$ cat src/rtl/ram_loop_pkg.sv
// Shared types and default geometry for the RAM loop self-test sequencer.
// Imported by the controller and the read checker.
package ram_loop_pkg;

  localparam int DEF_DEPTH  = 32;
  localparam int DEF_AW     = 5;
  localparam int DEF_DW     = 8;
  localparam int DEF_RD_LAT = 2;

  typedef enum logic [2:0] {
    IDLE,
    WRITE,
    READ,
    DRAIN,
    DONE
  } state_e;

endpackage

$ cat src/rtl/ram_rd_chk.sv
// Read-latency shift line plus comparator for the RAM loop test.
// Tracks the mismatch count and the first failing address of a run.
module ram_rd_chk
  import ram_loop_pkg::*;
#(
  parameter int AW     = DEF_AW,
  parameter int DW     = DEF_DW,
  parameter int RD_LAT = DEF_RD_LAT
) (
  input  logic          clk,
  input  logic          rst,
  input  logic          clr_i,
  input  logic          push_i,
  input  logic [AW-1:0] push_addr_i,
  input  logic [DW-1:0] pat_i,
  input  logic [DW-1:0] rd_data_i,
  output logic [AW:0]   err_cnt_o,
  output logic [AW-1:0] first_err_o,
  output logic          err_zero_d_o
);

  logic [RD_LAT-1:0] vld_q;
  logic [AW-1:0]     adr_q [RD_LAT];
  logic [AW:0]       err_q, err_d;
  logic [AW-1:0]     first_q, first_d;
  logic [DW-1:0]     exp_w;
  logic              miss;

  assign exp_w = pat_i + DW'(adr_q[RD_LAT-1]);
  assign miss  = vld_q[RD_LAT-1] && (rd_data_i != exp_w);

  always_comb begin
    err_d   = err_q;
    first_d = first_q;
    if (clr_i) begin
      err_d   = '0;
      first_d = '0;
    end else if (miss) begin
      if (err_q == '0) first_d = adr_q[RD_LAT-1];
      if (err_q != '1) err_d = err_q + 1'b1;
    end
  end

  always_ff @(posedge clk) begin
    if (rst) begin
      vld_q   <= '0;
      err_q   <= '0;
      first_q <= '0;
      for (int i = 0; i < RD_LAT; i++) adr_q[i] <= '0;
    end else begin
      vld_q[0] <= push_i;
      adr_q[0] <= push_addr_i;
      for (int i = 1; i < RD_LAT; i++) begin
        vld_q[i] <= vld_q[i-1];
        adr_q[i] <= adr_q[i-1];
      end
      err_q   <= err_d;
      first_q <= first_d;
    end
  end

  assign err_cnt_o    = err_q;
  assign first_err_o  = first_q;
  assign err_zero_d_o = (err_d == '0);

endmodule

$ cat src/rtl/ram_loop_ctrl.sv
// Self-test sequencer: write sweep, read sweep, latency-compensated compare.
// Reports busy/done/pass, error count and first failing address.
module ram_loop_ctrl
  import ram_loop_pkg::*;
#(
  parameter int DEPTH  = DEF_DEPTH,
  parameter int AW     = DEF_AW,
  parameter int DW     = DEF_DW,
  parameter int RD_LAT = DEF_RD_LAT
) (
  input  logic          clk,
  input  logic          rst,
  input  logic          start,
  input  logic [DW-1:0] pat_base,
  output logic          ram_wr_en,
  output logic [AW-1:0] ram_wr_addr,
  output logic [DW-1:0] ram_wr_data,
  output logic          ram_rd_en,
  output logic [AW-1:0] ram_rd_addr,
  input  logic [DW-1:0] ram_rd_data,
  output logic          busy,
  output logic          done,
  output logic          pass,
  output logic [AW:0]   err_cnt,
  output logic [AW-1:0] first_err_addr
);

  localparam logic [AW:0] LAST  = (AW+1)'(DEPTH - 1);
  localparam logic [AW:0] DLAST = (AW+1)'(RD_LAT - 1);

  state_e        state_q, state_d;
  logic [AW:0]   cnt_q, cnt_d;
  logic [DW-1:0] pat_q;
  logic          pass_q;
  logic          accept;
  logic          err_zero_d;

  assign accept = start && (state_q == IDLE || state_q == DONE);

  always_comb begin
    state_d = state_q;
    cnt_d   = cnt_q;
    unique case (state_q)
      IDLE, DONE: begin
        state_d = accept ? WRITE : IDLE;
        cnt_d   = '0;
      end
      WRITE: begin
        if (cnt_q == LAST) begin
          state_d = READ;
          cnt_d   = '0;
        end else cnt_d = cnt_q + 1'b1;
      end
      READ: begin
        if (cnt_q == LAST) begin
          state_d = DRAIN;
          cnt_d   = '0;
        end else cnt_d = cnt_q + 1'b1;
      end
      DRAIN: begin
        if (cnt_q == DLAST) begin
          state_d = DONE;
          cnt_d   = '0;
        end else cnt_d = cnt_q + 1'b1;
      end
      default: begin
        state_d = IDLE;
        cnt_d   = '0;
      end
    endcase
  end

  always_ff @(posedge clk) begin
    if (rst) begin
      state_q <= IDLE;
      cnt_q   <= '0;
      pat_q   <= '0;
      pass_q  <= 1'b0;
    end else begin
      state_q <= state_d;
      cnt_q   <= cnt_d;
      if (accept) begin
        pat_q  <= pat_base;
        pass_q <= 1'b0;
      end else if (state_q == DRAIN && cnt_q == DLAST) begin
        // last compare of the run lands in this cycle; include it
        pass_q <= err_zero_d;
      end
    end
  end

  assign ram_wr_en   = (state_q == WRITE);
  assign ram_wr_addr = ram_wr_en ? cnt_q[AW-1:0] : '0;
  assign ram_wr_data = ram_wr_en ? pat_q + DW'(cnt_q[AW-1:0]) : '0;
  assign ram_rd_en   = (state_q == READ);
  assign ram_rd_addr = ram_rd_en ? cnt_q[AW-1:0] : '0;
  assign busy = (state_q == WRITE) || (state_q == READ)
             || (state_q == DRAIN);
  assign done = (state_q == DONE);
  assign pass = pass_q;

  ram_rd_chk #(
    .AW    (AW),
    .DW    (DW),
    .RD_LAT(RD_LAT)
  ) u_chk (
    .clk         (clk),
    .rst         (rst),
    .clr_i       (accept),
    .push_i      (ram_rd_en),
    .push_addr_i (cnt_q[AW-1:0]),
    .pat_i       (pat_q),
    .rd_data_i   (ram_rd_data),
    .err_cnt_o   (err_cnt),
    .first_err_o (first_err_addr),
    .err_zero_d_o(err_zero_d)
  );

endmodule
$ cat config.mk
export PLATFORM = sky130hd
export DESIGN_NAME = ram_loop_ctrl
export DESIGN_NICKNAME = d
export VERILOG_FILES = /design/src/rtl/ram_loop_pkg.sv /design/src/rtl/ram_rd_chk.sv /design/src/rtl/ram_loop_ctrl.sv
export SDC_FILE = /design/constraint.sdc
export NUM_CORES = 1
export LEC_CHECK = 0
export CORE_MARGIN = 2
export CORE_UTILIZATION = 45
export DETAILED_ROUTE_END_ITERATION = 10
export PLACE_DENSITY = 0.77
export RECOVER_POWER = 50
export REMOVE_ABC_BUFFERS = 1
export SLEW_MARGIN = 20
export SYNTH_ARGS = -nofsm -noshare
export SYNTH_HDL_FRONTEND = slang
export SYNTH_SLANG_ARGS = --single-unit
export TNS_END_PERCENT = 30
$ cat constraint.sdc
create_clock -name clk -period 2.45 [get_ports clk]
set_clock_uncertainty 0.1 [all_clocks]
set_input_delay 0.245 -clock clk [delete_from_list [all_inputs] [get_ports clk]]
set_output_delay 0.245 -clock clk [all_outputs]
set_load 0.01 [all_outputs]
**Word level (Yosys, flattened, before mapping)**

Memories as Yosys holds them, arrays and structs flattened.
Cells that the tools add are included.

- Logic and storage cells: 58
- Memories: 1
- Output and inout port bits: 34
- Memory bits (writable): 10
- Bits in registers: 31
- Bits of input ports: 19

Memories:

| name | depth | width | read ports | clocked after memory_dff | write ports | RTL line | RTL |
|---|---|---|---|---|---|---|---|
| u_chk.adr_q | 2 | 5 | 2 | 0 | 2 | ram_rd_chk.sv:23 | `logic [AW-1:0] adr_q [RD_LAT];` |

- Bitwise operators: 2
- Equal/unequal tests: 11
- Mux-type cells: 19
- $add $sub $neg: 4
- Reduce and logical (&&, ||, !) cells: 14

Operators by type and width:

| operator | count |
|---|---|
| $mux 6 | 5 |
| $mux 5 | 4 |
| $add 8x5->8 | 2 |
| $add 6x1->6 const B | 2 |
| $logic_not 6->1 | 2 |
| $pmux 3 s4 | 1 |
| $pmux 6 s2 | 1 |
| $mux 3 | 3 |
| $mux 8 | 1 |
| $ne 8x8->1 | 1 |
| $eq 3x2->1 const B | 2 |
| $eq 6x1->1 const B | 1 |
| $eq 6x5->1 const B | 1 |
| $ne 6x6->1 const B | 1 |
| $reduce_or 2->1 | 3 |
| $mux 1 | 4 |
| $ne 2x1->1 const B | 2 |
| $eq 3x1->1 const B | 1 |
| $eq 3x3->1 const B | 1 |
| $logic_and 1x1->1 | 3 |
| $logic_not 3->1 | 1 |
| $logic_or 1x1->1 | 3 |
| $reduce_and 3->1 | 1 |
| $ne 2x2->1 const B | 1 |
| other kinds (2) | 3 |

**Longest topological paths before layout**

Gate-level depths: netlist of run 1.

- Depth in word-level cells: 6
- Depth in mapped cells: 10
- Gate-level depth less buffers: 10

**Cells and area by module**

A second synthesis of run 1 with hierarchy kept.

- Cell total of the unflattened synthesis: 293
- Area, all modules: 2,467.4 sq um

Modules (own cells, without submodules):

| module | instances | seq. area each (sq um) | cells each | area an instance (sq um) |
|---|---|---|---|---|
| ram_rd_chk | 1 | 460.4 | 147 | 1,300.0 |
| ram_loop_ctrl | 1 | 360.3 | 146 | 1,167.4 |

**Worst setup path before layout of run 1**

Ideal clock, no wire load.

- Path type: reg2reg
- Start point: reg pat_q[1]
- End point: reg u_chk.first_q[0], in the netlist u_chk.first_err_o[0], read port of u_chk.adr_q
- Setup slack: -38 ps
- Clock period less this slack: 2,488 ps
- Library setup time: 126 ps
- Path buffers: 0
- Required time: 2,224 ps
- Data arrival time: 2,262 ps
- Cell stages (with the launch flop): 10
- Cell sequence: dfxtp_1 -> ha_1 -> a21o_1 -> and3_2 -> o311ai_0 -> a21oi_2 -> a31oi_2 -> nand4_4 -> mux2i_1 -> nor2_1

- Word-level cells in the longest chain between the ends: 4

Ends and longest elaborated chain:

| element | RTL line | RTL |
|---|---|---|
| from (decl) | ram_loop_ctrl.sv:33 | `logic [DW-1:0] pat_q;` |
| from (signal assigned) | ram_loop_ctrl.sv:83 | `pat_q <= pat_base;` |
| $add 8x5->8 | ram_rd_chk.sv:29 | `assign exp_w = pat_i + DW'(adr_q[RD_LAT-1]);` |
| $ne 8x8->1 | ram_rd_chk.sv:30 | `assign miss = vld_q[RD_LAT-1] && (rd_data_i != exp_w);` |
| $logic_and 1x1->1 | ram_rd_chk.sv:30 |  |
| $reduce_and 2->1 (no source line) | n/a |  |
| to (decl) | ram_rd_chk.sv:25 | `logic [AW-1:0] first_q, first_d;` |

No other way between the ends.
A chain may end at the register's enable or synchronous reset.

**Final worst setup path of run 1**

- Start point: reg pat_q[0]
- End point: reg u_chk.first_q[4], in the netlist u_chk.first_err_o[4], read port of u_chk.adr_q

Same word-level chain as after synthesis.

==> results of run 1 <==
cell usage after synthesis (all sizes together):
cell,instances
buf,2
nor3,7
or3,4
o2bb2ai,1
nor4,3
nand2,26
nand3,8
nand4b,1
o211ai,4
nand4,2
and3,3
mux2i,8
and2,14
o21ai,6
fa,2
ha,14
nand2b,2
nor2b,13
dfxtp,41
a311oi,2
o311ai,1
o31a,1
clkbuf,8
nor3b,2
xnor2,15
a21oi,20
a211oi,2
nor2,36
a31oi,5
xor2,7
a22oi,1
inv,7
a21o,5
worst register-to-register path: stages (launching register included):
cell and delay [ns]:
sky130_fd_sc_hd__dfxtp_4 0.37, sky130_fd_sc_hd__ha_4 0.16, sky130_fd_sc_hd__fa_2 0.39, sky130_fd_sc_hd__a311oi_4 0.27, sky130_fd_sc_hd__xnor2_2 0.12, sky130_fd_sc_hd__nor4_4 0.29, sky130_fd_sc_hd__buf_6 0.17, sky130_fd_sc_hd__a31oi_4 0.12
sky130_fd_sc_hd__nand4_4 0.14, sky130_fd_sc_hd__mux2i_1 0.22, sky130_fd_sc_hd__nor2_1 0.06
layout by cell type, fill, tap and decap left out, types with 4 or more instances in the layout:
| cell | synthesis | layout |
|---|---|---|
| sky130_fd_sc_hd__a21o_1 | 5 | 5 |
| sky130_fd_sc_hd__a21oi_1 | 18 | 14 |
| sky130_fd_sc_hd__a21oi_2 | 2 | 5 |
| sky130_fd_sc_hd__and2_1 | 12 | 12 |
| sky130_fd_sc_hd__buf_4 | 0 | 26 |
| sky130_fd_sc_hd__clkbuf_1 | 5 | 5 |
| sky130_fd_sc_hd__clkbuf_8 | 3 | 5 |
| sky130_fd_sc_hd__clkdlybuf4s50_1 | 0 | 36 |
| sky130_fd_sc_hd__dfxtp_1 | 41 | 36 |
| sky130_fd_sc_hd__dlygate4sd3_1 | 0 | 10 |
| sky130_fd_sc_hd__ha_1 | 14 | 10 |
| sky130_fd_sc_hd__inv_1 | 7 | 6 |
| sky130_fd_sc_hd__mux2i_1 | 8 | 8 |
| sky130_fd_sc_hd__nand2_1 | 26 | 26 |
| sky130_fd_sc_hd__nand3_1 | 8 | 8 |
| sky130_fd_sc_hd__nor2_1 | 36 | 36 |
| sky130_fd_sc_hd__nor2b_1 | 13 | 12 |
| sky130_fd_sc_hd__nor3_1 | 7 | 6 |
| sky130_fd_sc_hd__o211ai_1 | 4 | 4 |
| sky130_fd_sc_hd__xnor2_1 | 15 | 11 |
| sky130_fd_sc_hd__xor2_1 | 7 | 7 |
state kept, by name, indices dropped and copies added (netlist names):
signal and count:
cnt_q 6, pass 1, pat_q 8, state_q 3
u_chk.adr_q 10, u_chk.err_cnt_o 6, u_chk.first_err_o 5, u_chk.vld_q 2
power by group through the flow:
stage	Clock, uW	Combinational [uW]	Sequential, uW
after floorplan	0	101	705
after global placement	0	199	704
after detailed placement	0	201	705
after CTS	438	217	690
after global routing	472	246	694
final	438	227	692
metrics by stage:
step / cells / hold slack [ns]
after floorplan: 263 / 0.212
after global placement: 413 / 0.318
after detailed placement: 413 / 0.329
after CTS: 422 / 0.343
after global routing: 423 / 0.359
final: 423 / 0.337
layout make-up:
cell class	instances	share of cell area [%]
clock buffers	8	2.37
inverters	7	0.776
multi-input cells	215	48.1
flip-flops and latches	41	24.6
well taps	70	2.59
repair buffers	82	21.6
kinds of logic (layout without fill, tap and decap cells):
group           after synthesis  in the layout  share of synthesized area (%)
simple gates                121            121                           26.8
compound gates               48             48                           13.6
flops                        41             41                           34.9
xor+xnor                     22             22                           8.19
buf+inv                      17             97                           4.04
fa+ha+maj                    16             16                           9.14
mux                           8              8                           3.40
routing by layer:
layer / GRT usage [%] / share of wire [%] / vias up
met3: 4.38 / 5.2 / 6
met5: 0 / 0 / -
met1: 26.2 / 45 / 1026
met4: 4.91 / 0.82 / 0
li1: - / - / 1094
met2: 35.9 / 49 / 75
final timing paths:
kind	end	slack, ns	cells past startpoint
worst min-delay path	u_chk.adr_q[0][6]$_SDFF_PP0_	0.34	1
worst max-delay path	u_chk.first_err_o[4]$_SDFFE_PP0P_	-0.07	10
worst max register to register	u_chk.first_err_o[4]$_SDFFE_PP0P_	-0.07	10
worst min register to register	u_chk.adr_q[0][6]$_SDFF_PP0_	0.34	1
timing repair:
item,in CTS,in global routing
gates resized for setup,38,25
cloned,0,0
hold buffers,0,0
setup buffers,1,1
setup endpoints to repair,24,23
pin swaps,8,16
==> impl_summary.md, run 1 <==
Run status
The run finished, with violations left. The final reports fail on setup timing.

Drt
The post-detailed-route DRC marker count is 0. After detailed routing, the total wire length is 6000 um. The overall via count from detail_route is around 2,200. The wire length per cell is between 10 and 15 um. The average via count per standard cell is roughly 5.2. For this run, the detailed router's first-pass iteration total came to 5. The detailed router finished its first iteration with between 100 and 150 violations. In this run the remaining antenna-violating nets after routing total 0.

STA
The shortest period the worst path allows is roughly 2.5 ns. The final setup TNS is -0.351 ns. For the pin with the worst max-slew slack, the measured transition is just under 0.5 ns.

The final count of hold timing violations came to 0. Of the available clock period, the critical path in the final layout requires 103%. Setup violations remaining at the end of the flow were counted as 8.

The highest clock rate is 0.397 GHz. The final max-slew violation count is 0. Setup repair after global routing could not meet its margin everywhere. The worst pin sits at a relative slew slack of around 67%. Across all setup checks in the final design, the least slack found is -0.0673 ns.

Min path
The startpoint of the worst hold path is u_chk.adr_q[0][1]$_SDFF_PP0_. The path class of the lowest-slack min-delay path is reg2reg.

Die
The number of placed I/O pins is 53. The die width is between 70 and 80 um. The effective utilization at floorplan is between 40% and 50%. The area enclosed by the die boundary is 5820 sq um. In this run the standard cell core region covers a little over 5000 sq um. The cell row count is 26. From bottom edge to top edge, the die measures between 70 and 80 um.

Power and ir drop
The share of total power in the clock network is 32.3%. Overall power consumption after layout is estimated at 1360 uW. IR analysis of the VDD net gives a maximum drop of roughly 0.32 mV.

Sequential cells account for between 50% and 60% of the total power. Net switching is 26.9% of the power. Dividing total power by cell area gives a power density of approximately 400 nW/um^2. The combinational cell fraction of total power is about 17%. The standby leakage power is 0.00140 uW. The total internal power is between 900 and 1000 uW. In this run the power spent charging and discharging nets is between 300 and 400 uW.

Final layout
After routing the design area is 3390 sq um. The share of the core filled with cells is 66.7%. The repair_antennas step left the layout with diodes totalling 0. The area added between synthesis and finish is 43.9%. The sequential cells in the finished layout cover a total of about 830 sq um.

For this run, the post-layout net count is around 390. The post-route netlist has about 22% of its cells at a drive strength greater than 1. The total of fill cells in the finished design is around 430. The area taken by multi-input logic gates is approximately 1600 sq um.

Global routing
The final global-route overflow total is 0. The global-route wire length before repair is 9890 um. The number of global-route vias before repair is approximately 2,200. The initial antenna violation count came to 0.

Entering global routing, the biggest net connects 13 pins. For this run, the total global-route usage over all layers was measured as approximately 21%.

CTS
The clock passes through at most 2 buffers. Counting the buffers created by CTS gives 5. TritonCTS built the clock tree. Clock latency on the worst-skew pair, taken at its later pin, is about 0.29 ns. Clock-pin slew was measured on the worst setup and hold paths at approximately 0.080 ns. The H-tree was split into 2 levels.

The tree is rooted in a sky130_fd_sc_hd__clkbuf_8. CTS saw just over 40 sinks.

Setup path
At the worst endpoint, the required time is 2.52 ns. The critical path class is reg2reg. The worst register-to-register path begins at pat_q[0]$_SDFFE_PP0P_.

Walking the worst path, the cells encountered are ha_4 -> fa_2 -> a311oi_4 -> xnor2_2 -> nor4_4 -> buf_6 -> a31oi_4 -> nand4_4 -> mux2i_1 -> nor2_1. The most critical setup path has its startpoint at pat_q[0]$_SDFFE_PP0P_. The arrival time of the worst setup path is 2.59 ns. The kind of end point of the critical path is a flip-flop.

Counting both buffers and inverters, the worst setup path holds a total of 1. The largest fanout of any net on the critical path is 5. The slowest stage of the critical path is the sky130_fd_sc_hd__fa_2 cell. In this design, the largest share of critical-path delay is due to adder cells. STA classifies the critical path startpoint as a flip-flop.

The maximum single-stage delay on the critical path is 0.39 ns.

Placement
The area after detailed placement is a little over 3000 sq um. Routability-driven placement finished with a final weighted congestion of ~0.84. Prior to clock tree synthesis, the placed netlist has a worst setup slack of -0.241 ns. The number of port buffers is between 50 and 60. The final HPWL from detailed placement is approximately 4300 um.

Synth
The synthesized cell area is between 2000 and 2500 sq um. The share of the synthesized area in the top cell type is between 30% and 40%. Sequential elements use a little over a third of the synthesized area. Sorting the synthesized cells by area gives the leading types as sky130_fd_sc_hd__dfxtp_1, sky130_fd_sc_hd__ha_1, sky130_fd_sc_hd__nor2_1. The library cell with the largest summed area after synthesis is sky130_fd_sc_hd__dfxtp_1. During synthesis, Yosys emitted a total of 0 warnings.

The count of distinct cell types in the synthesized netlist is 45. The number of flip-flops and latches in the synthesized netlist is just over 40. The gate count after technology mapping is between 200 and 300. The per-instance average area after synthesis is 8.62 sq um.

Job
Across the run, the number of max-cap violations was 0.
Note: power is estimated with default switching activity, not from simulation.
==> run 2: changes to the inputs <==
--- a/config.mk
+++ b/config.mk
@@ -8,6 +8,7 @@
 export CORE_MARGIN = 2
 export CORE_UTILIZATION = 45
 export DETAILED_ROUTE_END_ITERATION = 10
+export GPL_TIMING_DRIVEN = 0
 export PLACE_DENSITY = 0.77
 export RECOVER_POWER = 50
 export REMOVE_ABC_BUFFERS = 1
==> run 2 against run 1 <==
The flow still finishes with violations (setup timing). Combinational power is essentially flat. First-iteration DRC count down 8.1%. Final cell count fell by 4.7%. Worst hold slack better by 0.0062 ns. Die area unchanged. Worst setup slack worse by 0.078 ns. Critical path type unchanged. Critical endpoint is now u_chk.first_err_o[0]$_SDFFE_PP0P_.
==> impl_summary.md, run 2 (same netlist as run 1, synthesis figures left out) <==
Die
The number of placed I/O pins is 53 (unchanged). The cell row count is 26 (unchanged). The die width is 76.3 um (unchanged). The area enclosed by the die boundary was 5820 sq um (unchanged). The effective utilization at floorplan came to 46.4% (unchanged). The core box area is 5070 sq um (unchanged). The die outline height is 76.3 um (unchanged).

Setup path
The kind of start point of the critical path is a flip-flop. The register-to-register setup slack came to -0.15 ns (-0.08 ns). The family of cells with the greatest summed delay on the critical path is adder cells. The critical path goes through ha_4 -> fa_2 -> xnor2_1 -> nand2_1 -> nor4_4 -> buf_6 -> a31oi_4 -> nand4_4 -> mux2i_1 -> nor2_1. The largest fanout of any net on the critical path is 5 (unchanged). The maximum single-stage delay on the critical path is 0.55 ns (+0.16 ns). The arrival time of the worst setup path is 2.68 ns (+0.09 ns). The data required time at the worst endpoint is 2.54 ns (+0.02 ns).

The critical path class is reg2reg. STA classifies the critical path endpoint as a flip-flop. The number of buffer and inverter stages on the critical path is 1 (unchanged). The critical path's slowest cell is sky130_fd_sc_hd__fa_2.

Drt
The overall via count from detail_route came to 2,103 (-4.5%). The remaining antenna violation count after routing came to 0 (unchanged). The number of iterations in the first detailed-routing pass is 4 (-1).

The average via count per standard cell is 5.22 (+0.29%). The number of DRC markers after the initial detailed-route iteration came to 102 (-8.1%). The final wirelength is 5930 um (-1.2%).

The post-detailed-route DRC marker count is 0 (unchanged). The wire length per cell came to 14.7 um (+3.8%).

Final layout
The register with the most flip-flops is u_chk.adr_q. The final non-filler cell area is 3300 sq um (-2.6%). The commonest non-fill, non-tap cell in the layout is sky130_fd_sc_hd__clkdlybuf4s50_1. The fraction of layout instances using a drive strength above 1 came to 19.2% (-2.3 points). The share of the core filled with cells is 65.0% (-1.7 points). The count of inserted antenna diode cells came to 0 (unchanged). The final-stage net count was 367 (-5.2%).

The flip-flop count of the largest register, all copies and words added came to 10 (unchanged). The top cell types in the final layout, fill and taps aside, are sky130_fd_sc_hd__clkdlybuf4s50_1, sky130_fd_sc_hd__nor2_1, sky130_fd_sc_hd__dfxtp_1. The largest registers in the layout are u_chk.adr_q x10, pat_q x8. The area added between synthesis and finish is 40.1%.

CTS
The number of sinks handled by clock tree synthesis is 41 (unchanged). The number of levels the H-tree was split into is 2 (unchanged). The number of hold-repair buffers added at the cts stage is 0 (unchanged).

The clock slew at the register clock pins of the worst setup and hold paths is 0.08 ns (about the same). TritonCTS built the clock tree. The largest buffer count on any clock path is 2 (unchanged).

The total CTS buffers is 5 (unchanged). The clock tree root buffer cell is sky130_fd_sc_hd__clkbuf_8. The insertion delay to the later sink of the worst-skew pair is 0.30 ns (about the same).

Global routing
The initial antenna violation count is 0 (unchanged). The largest net degree at the start of global routing is 29 (+16). The global-route wire length before repair is 9440 um (-4.6%). The number of global-route vias before repair came to 2,026 (-5.8%). The global-route total usage across every layer is 20.2% (-0.50 points). The final global-route overflow total is 0 (unchanged).

STA
The slack of the critical path is -0.146 ns (-0.0783 ns). The final critical-path share of the clock period is 106% (+3.2 points). The transition time at the pin with the least slew margin is 0.969 ns (+0.475 ns).

The shortest period the worst path allows is 2.60 ns (+0.0783 ns). The final count of hold timing violations is 0 (unchanged). The relative max-transition margin is 35.2% (-32 points). The number of endpoints failing setup at the final stage is 10 (+2). The highest clock rate came to 0.385 GHz (-3.0%). Setup repair after global routing could not meet its margin everywhere. The final max-slew violation count is 0 (unchanged).

Run status
The flow ran to the end, but the final reports show violations. The checks that failed: setup timing.

Placement
The final HPWL from detailed placement is 3990 um (-6.9%). The final weighted congestion in routability-driven placement is 0.790 (-5.8%). The area after detailed placement is 2890 sq um (-6.8%). The number of port buffers was 52 (unchanged).

Job
The reported max-cap violation count came to 0 (unchanged).

Power and ir drop
The standby leakage power is 0.00133 uW (-5.5%). The worst voltage drop across the vdd grid came to 0.278 mV (-14%). The total power density per cell area is 477 nW/um^2 (+19%).

Min path
The path class of the lowest-slack min-delay path is reg2reg.
==> run 2: cell types whose count changed in the layout (fill, tap and decap cells not counted), sizes merged <==
cell           before  now
clkbuf             10    5
clkinv              0    1
clkdlybuf4s15       1    2
clkdlybuf4s50      36   37
dlygate4sd2         1    0
buf                31   12
bufinv              0    2
==> run 2: through the flow <==
| stage | cells | setup TNS [ns] | total power [uW] | worst slack (ns) | hold slack, ns |
|---|---|---|---|---|---|
| after global routing | 403 | -1.95 | 1630 | -0.231 | 0.359 |
| after CTS | 397 | -1.20 | 1540 | -0.159 | 0.340 |
| final | 403 | -1.00 | 1570 | -0.146 | 0.344 |
| after global placement | 385 | -3.38 | 879 | -0.310 | 0.318 |
| after detailed placement | 385 | -5.49 | 885 | -0.493 | 0.323 |
| after floorplan | 263 | -0.181 | 805 | -0.0362 | 0.212 |
==> run 2: metal layers <==
layer | vias to the layer above | share of wire [%] | track usage, %
met5 | - | 0 | 0
met4 | 0 | 1.5 | 7.45
met3 | 9 | 3.3 | 3.67
met2 | 39 | 52 | 35.4
met1 | 996 | 43 | 24.6
li1 | 1059 | - | -
==> run 2: worst reg2reg max path, delay by kind of cell (launching register included) <==
family,cells,cell delay (ns)
fa+ha+maj,2,0.71
xor+xnor,1,0.14
flops,1,0.37
simple gates,4,0.63
compound gates,1,0.12
buf+inv,1,0.17
mux,1,0.22
==> run 2: worst paths after layout <==
check / from / depth (start not counted) / to
worst max-delay path: pat_q[0]$_SDFFE_PP0P_ / 10 / u_chk.first_err_o[0]$_SDFFE_PP0P_
worst min-delay path: u_chk.adr_q[0][2]$_SDFF_PP0_ / 1 / u_chk.adr_q[0][7]$_SDFF_PP0_
worst max register to register: pat_q[0]$_SDFFE_PP0P_ / 10 / u_chk.first_err_o[0]$_SDFFE_PP0P_
worst min register to register: u_chk.adr_q[0][2]$_SDFF_PP0_ / 1 / u_chk.adr_q[0][7]$_SDFF_PP0_
==> run 2: final cells by class <==
class / count / area [sq um]
fillers: 422 / 1780
multi-input cells: 215 / 1600
flip-flops and latches: 41 / 843
repair buffers: 62 / 612
well taps: 70 / 87.6
clock buffers: 5 / 68.8
clock inverters: 3 / 65.1
inverters: 7 / 26.3
==> run 2: timing repair <==
item / CTS / global route
resized for setup: 43 / 21
endpoints found under the hold margin: 0 / 0
pin swaps: 16 / 17
gates cloned: 0 / 0
setup buffers: 4 / 6
endpoints found under the setup margin: 24 / 28
==> run 2: power by group <==
| group | internal [uW] | switching, uW |
|---|---|---|
| Sequential | 677 | 17.5 |
| Clock | 405 | 249 |
| Combinational | 112 | 114 |
| Total | 1190 | 380 |
